===== src/rtl/exec_pkg.sv =====
// Shared types and constants for the execute-stage sequencer.
// Op classes, sequencer states and multiplier iteration count.
package exec_pkg;

  typedef enum logic [1:0] {
    CLS_ALU  = 2'b00,
    CLS_MUL  = 2'b01,
    CLS_HALT = 2'b10,
    CLS_NOP  = 2'b11
  } op_class_e;

  typedef enum logic [1:0] {
    ST_IDLE,
    ST_MUL,
    ST_HOLD,
    ST_HALTED
  } state_e;

  localparam int MUL_CYCLES = 64;
  localparam int CNT_W      = 7;

endpackage


===== src/rtl/mul_iter_unit.sv =====
// Iterative radix-2 shift-add multiplier, one partial product per cycle.
// product carries the accumulator value after the current cycle's step.
module mul_iter_unit
  import exec_pkg::*;
(
  input  logic         clk,
  input  logic         rst_n,
  input  logic         start,
  input  logic         abort,
  input  logic [63:0]  a,
  input  logic [63:0]  b,
  output logic         done,
  output logic [127:0] product
);

  logic [63:0]      r_a;
  logic [63:0]      r_b;
  logic [127:0]     r_acc;
  logic [CNT_W-1:0] r_cnt;
  logic             r_run;
  logic [127:0]     w_addend;

  assign w_addend = r_b[r_cnt[5:0]]
                  ? ({64'd0, r_a} << r_cnt[5:0])
                  : '0;
  assign product  = r_acc + w_addend;
  // Last step is the one taken with the counter at 63, so it never wraps.
  assign done     = r_run
                 && (r_cnt == CNT_W'(MUL_CYCLES - 1));

  // Operand latch, accumulator and step counter.
  always_ff @(posedge clk or negedge rst_n) begin
    if (!rst_n) begin
      r_a   <= '0;
      r_b   <= '0;
      r_acc <= '0;
      r_cnt <= '0;
      r_run <= 1'b0;
    end else if (abort) begin
      r_acc <= '0;
      r_cnt <= '0;
      r_run <= 1'b0;
    end else if (start) begin
      r_a   <= a;
      r_b   <= b;
      r_acc <= '0;
      r_cnt <= '0;
      r_run <= 1'b1;
    end else if (r_run) begin
      r_acc <= product;
      if (done) r_run <= 1'b0;
      else      r_cnt <= r_cnt + CNT_W'(1);
    end
  end

endmodule


===== src/rtl/exec_sequencer.sv =====
// Execute-stage sequencer: single-cycle ALU pass-through, iterative
// MUL, result hold with valid/ready handshake, flush and sticky halt.
module exec_sequencer
  import exec_pkg::*;
(
  input  logic        clk,
  input  logic        rst_n,
  input  logic        in_valid,
  output logic        in_ready,
  input  logic [1:0]  in_class,
  input  logic [63:0] in_alu_result,
  input  logic [63:0] in_op_a,
  input  logic [63:0] in_op_b,
  input  logic [3:0]  in_dest,
  input  logic [3:0]  in_dest_hi,
  input  logic        in_dest_hi_valid,
  output logic        out_valid,
  input  logic        out_ready,
  output logic [63:0] out_result,
  output logic [63:0] out_result_hi,
  output logic [3:0]  out_dest,
  output logic [3:0]  out_dest_hi,
  output logic        out_dest_hi_valid,
  input  logic        flush,
  output logic        busy,
  output logic        halted
);

  state_e       r_state;
  state_e       w_nxt;
  op_class_e    w_cls;
  logic         w_accept;
  logic         w_dispatch;
  logic         w_start;
  logic         w_abort;
  logic         w_ld_alu;
  logic         w_ld_mul;
  logic         w_ld_dest;
  logic         w_mul_done;
  logic [127:0] w_product;
  logic [63:0]  r_res_lo;
  logic [63:0]  r_res_hi;
  logic [3:0]   r_dest;
  logic [3:0]   r_dest_hi;
  logic         r_dest_hi_v;

  assign w_cls    = op_class_e'(in_class);
  assign in_ready = rst_n && !flush
                 && ((r_state == ST_IDLE)
                  || ((r_state == ST_HOLD) && out_ready));
  assign w_accept = in_valid && in_ready;

  assign out_valid         = (r_state == ST_HOLD);
  assign busy              = (r_state != ST_IDLE);
  assign halted            = (r_state == ST_HALTED);
  assign out_result        = r_res_lo;
  assign out_result_hi     = r_res_hi;
  assign out_dest          = r_dest;
  assign out_dest_hi       = r_dest_hi;
  assign out_dest_hi_valid = r_dest_hi_v;

  mul_iter_unit u_mul (
    .clk     (clk),
    .rst_n   (rst_n),
    .start   (w_start),
    .abort   (w_abort),
    .a       (in_op_a),
    .b       (in_op_b),
    .done    (w_mul_done),
    .product (w_product)
  );

  // State register.
  always_ff @(posedge clk or negedge rst_n) begin
    if (!rst_n) r_state <= ST_IDLE;
    else        r_state <= w_nxt;
  end

  // Next state and load strobes; halt beats flush, flush beats all else.
  always_comb begin
    w_nxt      = r_state;
    w_dispatch = 1'b0;
    w_start    = 1'b0;
    w_abort    = 1'b0;
    w_ld_alu   = 1'b0;
    w_ld_mul   = 1'b0;
    w_ld_dest  = 1'b0;
    if (r_state == ST_HALTED) begin
      w_nxt = ST_HALTED;
    end else if (flush) begin
      w_nxt   = ST_IDLE;
      w_abort = 1'b1;
    end else begin
      case (r_state)
        ST_IDLE: w_dispatch = w_accept;
        ST_MUL: begin
          if (w_mul_done) begin
            w_nxt    = ST_HOLD;
            w_ld_mul = 1'b1;
          end
        end
        ST_HOLD: begin
          if (out_ready) begin
            w_nxt      = ST_IDLE;
            w_dispatch = w_accept;
          end
        end
        default: w_nxt = ST_IDLE;
      endcase
      if (w_dispatch) begin
        unique case (w_cls)
          CLS_ALU: begin
            w_nxt     = ST_HOLD;
            w_ld_alu  = 1'b1;
            w_ld_dest = 1'b1;
          end
          CLS_MUL: begin
            w_nxt     = ST_MUL;
            w_start   = 1'b1;
            w_ld_dest = 1'b1;
          end
          CLS_HALT: w_nxt = ST_HALTED;
          CLS_NOP:  w_nxt = ST_IDLE;
        endcase
      end
    end
  end

  // Result and destination registers feeding writeback.
  always_ff @(posedge clk or negedge rst_n) begin
    if (!rst_n) begin
      r_res_lo    <= '0;
      r_res_hi    <= '0;
      r_dest      <= '0;
      r_dest_hi   <= '0;
      r_dest_hi_v <= 1'b0;
    end else begin
      if (w_ld_alu) begin
        r_res_lo <= in_alu_result;
        r_res_hi <= '0;
      end
      if (w_ld_mul) begin
        r_res_lo <= w_product[63:0];
        r_res_hi <= w_product[127:64];
      end
      if (w_ld_dest) begin
        r_dest      <= in_dest;
        r_dest_hi   <= in_dest_hi;
        r_dest_hi_v <= in_dest_hi_valid;
      end
    end
  end

endmodule

===== config.mk =====
export PLATFORM = sky130hd
export DESIGN_NAME = exec_sequencer
export DESIGN_NICKNAME = d
export VERILOG_FILES = /design/src/rtl/exec_pkg.sv /design/src/rtl/mul_iter_unit.sv /design/src/rtl/exec_sequencer.sv
export SDC_FILE = /design/constraint.sdc
export NUM_CORES = 1
export LEC_CHECK = 0
export CORE_MARGIN = 3
export CORE_UTILIZATION = 36
export CTS_BUF_LIST = sky130_fd_sc_hd__clkbuf_8
export DETAILED_ROUTE_END_ITERATION = 8
export PLACE_DENSITY = 0.58
export SYNTH_ARGS = -nofsm -noshare
export SYNTH_HDL_FRONTEND = slang
export SYNTH_SLANG_ARGS = --single-unit
export TNS_END_PERCENT = 50

===== constraint.sdc =====
create_clock -name clk -period 10.15 [get_ports clk]
set_input_delay 2.03 -clock clk [delete_from_list [all_inputs] [get_ports clk]]
set_output_delay 2.03 -clock clk [all_outputs]
set_load 0.05 [all_outputs]

==> load_flow_metrics.sql <==
INSERT INTO impl_metrics (metric_group, metric, value, unit) VALUES
('clock_network', 'ctsLongestPathBuffers', '3', ''),
('floorplanning', 'die_h', '297', 'um'),
('sta', 'fin_setup_tns', '0', 'ns'),
('yosys', 'register_bit_total_from_synthesis', '403', ''),
('clock_network', 'postCtsHoldBufs', '0', ''),
('yosys', 'synth_area', '30400', 'um^2'),
('placed_design', 'dp.final_hpwl', '86400', 'um'),
('pwr', 'cellPowerDensity', '155', 'nW/um^2'),
('route', 'drc', '0', ''),
('yosys', 'cell_taking_the_most_area_after_synthesis', 'sky130_fd_sc_hd__dfrtp_1', ''),
('floorplanning', 'die_w', '297', 'um'),
('placed_design', 'place_area', '34400', 'um^2'),
('floorplanning', 'floorplan.rows', '105', ''),
('setup_path', 'critical_path.max_fanout', '79', ''),
('sta', 'final_period_minus_worst_setup_slack', '7.89', 'ns'),
('floorplanning', 'boundaryPins', '349', ''),
('sta', 'final-hold-violation-count', '0', ''),
('setup_path', 'worst_r2r_path_depth', '22', ''),
('sta', 'slew_headroom', '10.7', '%'),
('sta', 'max_freq', '127', 'MHz'),
('setup_path', 'worst-endpoint-arrival', '8.46', 'ns'),
('route', 'number_of_iterations_in_the_first_detailed_routing_pass', '5', ''),
('floorplanning', 'fp.coreArea', '82900', 'um^2'),
('clock_network', 'cts_resized', '0', ''),
('route', 'drt_via_density', '5.66', ''),
('clock_network', 'insertion_delay', '0.71', 'ns'),
('placed_design', 'port_buffers', '348', ''),
('clock_network', 'cts_tree', 'yes', ''),
('clock_network', 'cts_inserted_buffers', '78', ''),
('route', 'dr_total_vias', '27500', ''),
('pwr', 'vdd_ir_drop_max', '0.0979', 'mV'),
('sta', 'skew', '0.0624', 'ns'),
('finish', 'total_nets_final', '4005', ''),
('clock_network', 'cts.repair_timing.setup_buffer_count', '0', ''),
('route', 'wire_per_inst', '22.9', 'um'),
('finish', 'nFillCells', '8350', ''),
('sta', 'final-max-slew-violation-count', '0', ''),
('route', 'detailed_router_s_first_iteration_violation_count', '2310', ''),
('yosys', 'synth-seq-area-share', '33.2', '%'),
('yosys', 'yosys_warnings', '0', ''),
('finish', 'finalInstanceArea', '36200', 'um^2'),
('clock_network', 'clkSlewWorstSetupHoldPaths', '0.07', 'ns'),
('setup_path', 'start_kind', 'register', ''),
('clock_network', 'clock-sinks', '403', ''),
('yosys', 'dominantRegCellSynth', 'sky130_fd_sc_hd__dfrtp_1', ''),
('floorplanning', 'die_area', '87900', 'um^2'),
('yosys', 'synth_async_reset_ratio', '100', '%'),
('yosys', 'netlist_top_cells_area', 'sky130_fd_sc_hd__dfrtp_1, sky130_fd_sc_hd__mux2i_1, sky130_fd_sc_hd__nand2_1', ''),
('yosys', 'yosysUniqueCellTypes', '101', ''),
('sta', 'tightestPinTransition', '1.33', 'ns'),
('setup_path', 'type_of_the_worst_setup_path', 'reg -> reg', ''),
('sta', 'rsz_0062_raised_after_global_routing', 'false', ''),
('setup_path', 'critPathRequiredTime', '10.72', 'ns'),
('route', 'drt.antenna.violating_nets', '0', ''),
('global_routing', 'globalRouteTotalUtil', '24.8', '%'),
('finish', 'drive_gt1_share', '12.2', '%'),
('yosys', 'synth.top_cell.area_share', '33.2', '%'),
('yosys', 'synthesized_nets', '3774', ''),
('global_routing', 'overflow', '0', ''),
('sta', 'setup_violations', '0', ''),
('global_routing', 'first_global_vias', '26900', ''),
('setup_path', 'crit_path_capture_type', 'register', ''),
('finish', 'areaGrowthSynthToFinish', '19.0', '%'),
('global_routing', 'pin_count_of_the_biggest_net_entering_global_routing', '92', ''),
('yosys', 'synth_edf_count', '0', ''),
('sta', 'finalCritPeriodShare', '77.8', '%'),
('yosys', 'mean_syn_cell_area', '8.85', 'um^2'),
('clock_network', 'cts_root_buffer_type', 'sky130_fd_sc_hd__clkbuf_8', ''),
('run_status', 'run_status', 'finished, final reports clean', ''),
('yosys', 'synthCells', '3434', ''),
('placed_design', 'gp_routability_congestion', '0.985', ''),
('route', 'finalWirelength', '111000', 'um'),
('job', 'timing.max_cap.violations', '0', ''),
('pwr', 'power.leakage', '15.4', 'nW'),
('min_path', 'worstHoldPathType', 'reg -> reg', ''),
('min_path', 'timing.hold.worst_path_depth', '2', ''),
('floorplanning', 'initial_utilization', '36.7', '%'),
('clock_network', 'cts_htree_levels', '3', ''),
('global_routing', 'wire_length_of_the_first_global_routing_pass', '167000', 'um'),
('global_routing', 'grt_antenna_before_repair', '2', '');
[layout by cell type (no fill, tap or decap), types with 12 or more instances in the layout]
cell type                         count
sky130_fd_sc_hd__nand3_1            111
sky130_fd_sc_hd__a21o_1              56
sky130_fd_sc_hd__a21oi_1            237
sky130_fd_sc_hd__mux2i_1            238
sky130_fd_sc_hd__xor2_1              46
sky130_fd_sc_hd__o21bai_1            38
sky130_fd_sc_hd__nor2b_1             12
sky130_fd_sc_hd__a31oi_1             54
sky130_fd_sc_hd__o22a_1              30
sky130_fd_sc_hd__buf_4               27
sky130_fd_sc_hd__clkdlybuf4s50_1    347
sky130_fd_sc_hd__mux2_2             156
sky130_fd_sc_hd__a211oi_1            43
sky130_fd_sc_hd__dfrtp_1            396
sky130_fd_sc_hd__ha_1               131
sky130_fd_sc_hd__nand2_1            479
sky130_fd_sc_hd__o21a_1              27
sky130_fd_sc_hd__o22ai_1             12
sky130_fd_sc_hd__nand2b_1            13
sky130_fd_sc_hd__o21ai_0            188
sky130_fd_sc_hd__nor2_1             397
sky130_fd_sc_hd__nand4_1             64
sky130_fd_sc_hd__nor3_1              38
sky130_fd_sc_hd__clkbuf_8            97
sky130_fd_sc_hd__xnor2_1             75
sky130_fd_sc_hd__o21ai_1             26
sky130_fd_sc_hd__and3_1              12
sky130_fd_sc_hd__mux4_2              67
sky130_fd_sc_hd__and2_1              23
sky130_fd_sc_hd__inv_1               68
[cells by family after synthesis]
family / share of synthesized area [%]
AND/OR/NAND/NOR: 17.5
AO/OA/AOI/OAI: 17.5
multiplexers: 18.6
flip-flops: 33.2
buffers and inverters: 4.25
adder cells (fa/ha/maj): 5.46
XOR/XNOR: 3.49
[power breakdown]
part	internal, mW	total (mW)	switching (mW)
Clock	0.984	1.79	0.802
Sequential	1.84	2.02	0.184
Combinational	0.688	1.78	1.09
Total	3.51	5.59	2.08
[flip-flops by register name, indices dropped and copies added, names as in the netlist]
signal	count
u_mul.r_b	64
u_mul.r_a	64
out_result	64
out_result_hi	64
u_mul.r_acc	128
u_mul.r_run	1
out_dest_hi_valid	1
u_mul.r_cnt	7
r_state	2
out_dest_hi	4
out_dest	4
[cells in the mapped netlist, drive strengths merged (6+ instances only)]
| cell | count |
|---|---|
| nand2 | 484 |
| and2 | 25 |
| a211oi | 47 |
| o22ai | 12 |
| mux4 | 67 |
| xnor2 | 75 |
| nand4 | 64 |
| a21o | 56 |
| o221ai | 11 |
| clkbuf | 142 |
| inv | 50 |
| o211ai | 8 |
| dfrtp | 403 |
| or4 | 6 |
| nor2 | 400 |
| a21oi | 243 |
| or2 | 6 |
| mux2 | 156 |
| a31oi | 55 |
| nor3 | 41 |
| ha | 131 |
| nor4 | 12 |
| xor2 | 46 |
| o21a | 27 |
| o21ai | 220 |
| nor2b | 12 |
| buf | 78 |
| mux2i | 238 |
| o31ai | 11 |
| nand3 | 113 |
| and3 | 12 |
| nand2b | 13 |
| o21bai | 39 |
| a31o | 11 |
| a21boi | 11 |
| or3 | 12 |
| o22a | 30 |
[per-layer routing]
layer  GRT usage [%]  vias up  part of all wire [%]
met5               0        -                 0.012
met4            5.60        2                   2.0
met3            4.32      147                   7.3
met2            38.7     1057                    44
met1            35.8    13400                    46
li1                -    12900                     -
[critical path: stages (launching register included)]
cell                       delay (ns)
sky130_fd_sc_hd__dfrtp_4         0.53
sky130_fd_sc_hd__buf_4           0.72
sky130_fd_sc_hd__nand2b_1        0.32
sky130_fd_sc_hd__o221ai_1        0.18
sky130_fd_sc_hd__o22ai_1         0.25
sky130_fd_sc_hd__nor3_1          0.10
sky130_fd_sc_hd__o21ai_1         1.06
sky130_fd_sc_hd__and2_2          0.53
sky130_fd_sc_hd__buf_4           0.48
sky130_fd_sc_hd__nor2_1          0.22
sky130_fd_sc_hd__ha_1            0.53
sky130_fd_sc_hd__nand2_2         0.21
sky130_fd_sc_hd__nor3_2          0.25
sky130_fd_sc_hd__and3_1          0.21
sky130_fd_sc_hd__nand3_1         0.18
sky130_fd_sc_hd__or3_1           0.43
sky130_fd_sc_hd__o32ai_2         0.31
sky130_fd_sc_hd__nor3_1          0.15
sky130_fd_sc_hd__nor2_2          0.32
sky130_fd_sc_hd__a31oi_1         0.22
sky130_fd_sc_hd__a31oi_1         0.25
sky130_fd_sc_hd__xnor2_1         0.17
sky130_fd_sc_hd__a21oi_1         0.09
[through the flow]
step | hold slack [ns] | std cells | util (%) | setup WS, ns | power (mW)
floorplan | 0.460 | 3434 | - | 4.32 | 3.12
global placement | 0.479 | 4707 | 41.5 | 2.37 | 3.81
detailed placement | 0.478 | 4708 | 41.6 | 2.47 | 3.82
CTS | 0.491 | 4851 | 43.6 | 2.47 | 5.64
global route | 0.511 | 4852 | 43.6 | 1.73 | 5.87
finish | 0.485 | 4852 | 43.6 | 2.26 | 5.59
[area by class of cell]
cell class / instances / area (um^2) / share of cell area [%]
clock buffers: 97 / 1340 / 3.69
flip-flops and latches: 403 / 10100 / 27.9
diodes: 1 / 2.50 / 0.00692
multi-input cells: 2755 / 19000 / 52.7
repair buffers: 376 / 3700 / 10.2
clock inverters: 46 / 384 / 1.06
well taps: 1123 / 1410 / 3.89
inverters: 51 / 191 / 0.529
[worst paths after layout]
| kind | from | to | slack, ns |
|---|---|---|---|
| setup reg to reg | u_mul.r_cnt[1]$_DFFE_PN0P_ | u_mul.r_acc[126]$_DFFE_PN0P_ | 2.26 |
| setup / recovery | u_mul.r_cnt[1]$_DFFE_PN0P_ | u_mul.r_acc[126]$_DFFE_PN0P_ | 2.26 |
| max in group asynchronous | rst_n | u_mul.r_b[23]$_DFFE_PN0P_ | 6.18 |
| hold / removal | out_result_hi[61]$_DFFE_PN0P_ | out_result_hi[61]$_DFFE_PN0P_ | 0.48 |
| min in group asynchronous | rst_n | u_mul.r_acc[125]$_DFFE_PN0P_ | 1.26 |
| hold reg to reg | out_result_hi[61]$_DFFE_PN0P_ | out_result_hi[61]$_DFFE_PN0P_ | 0.48 |
Note: power is estimated with default switching activity, not from simulation.
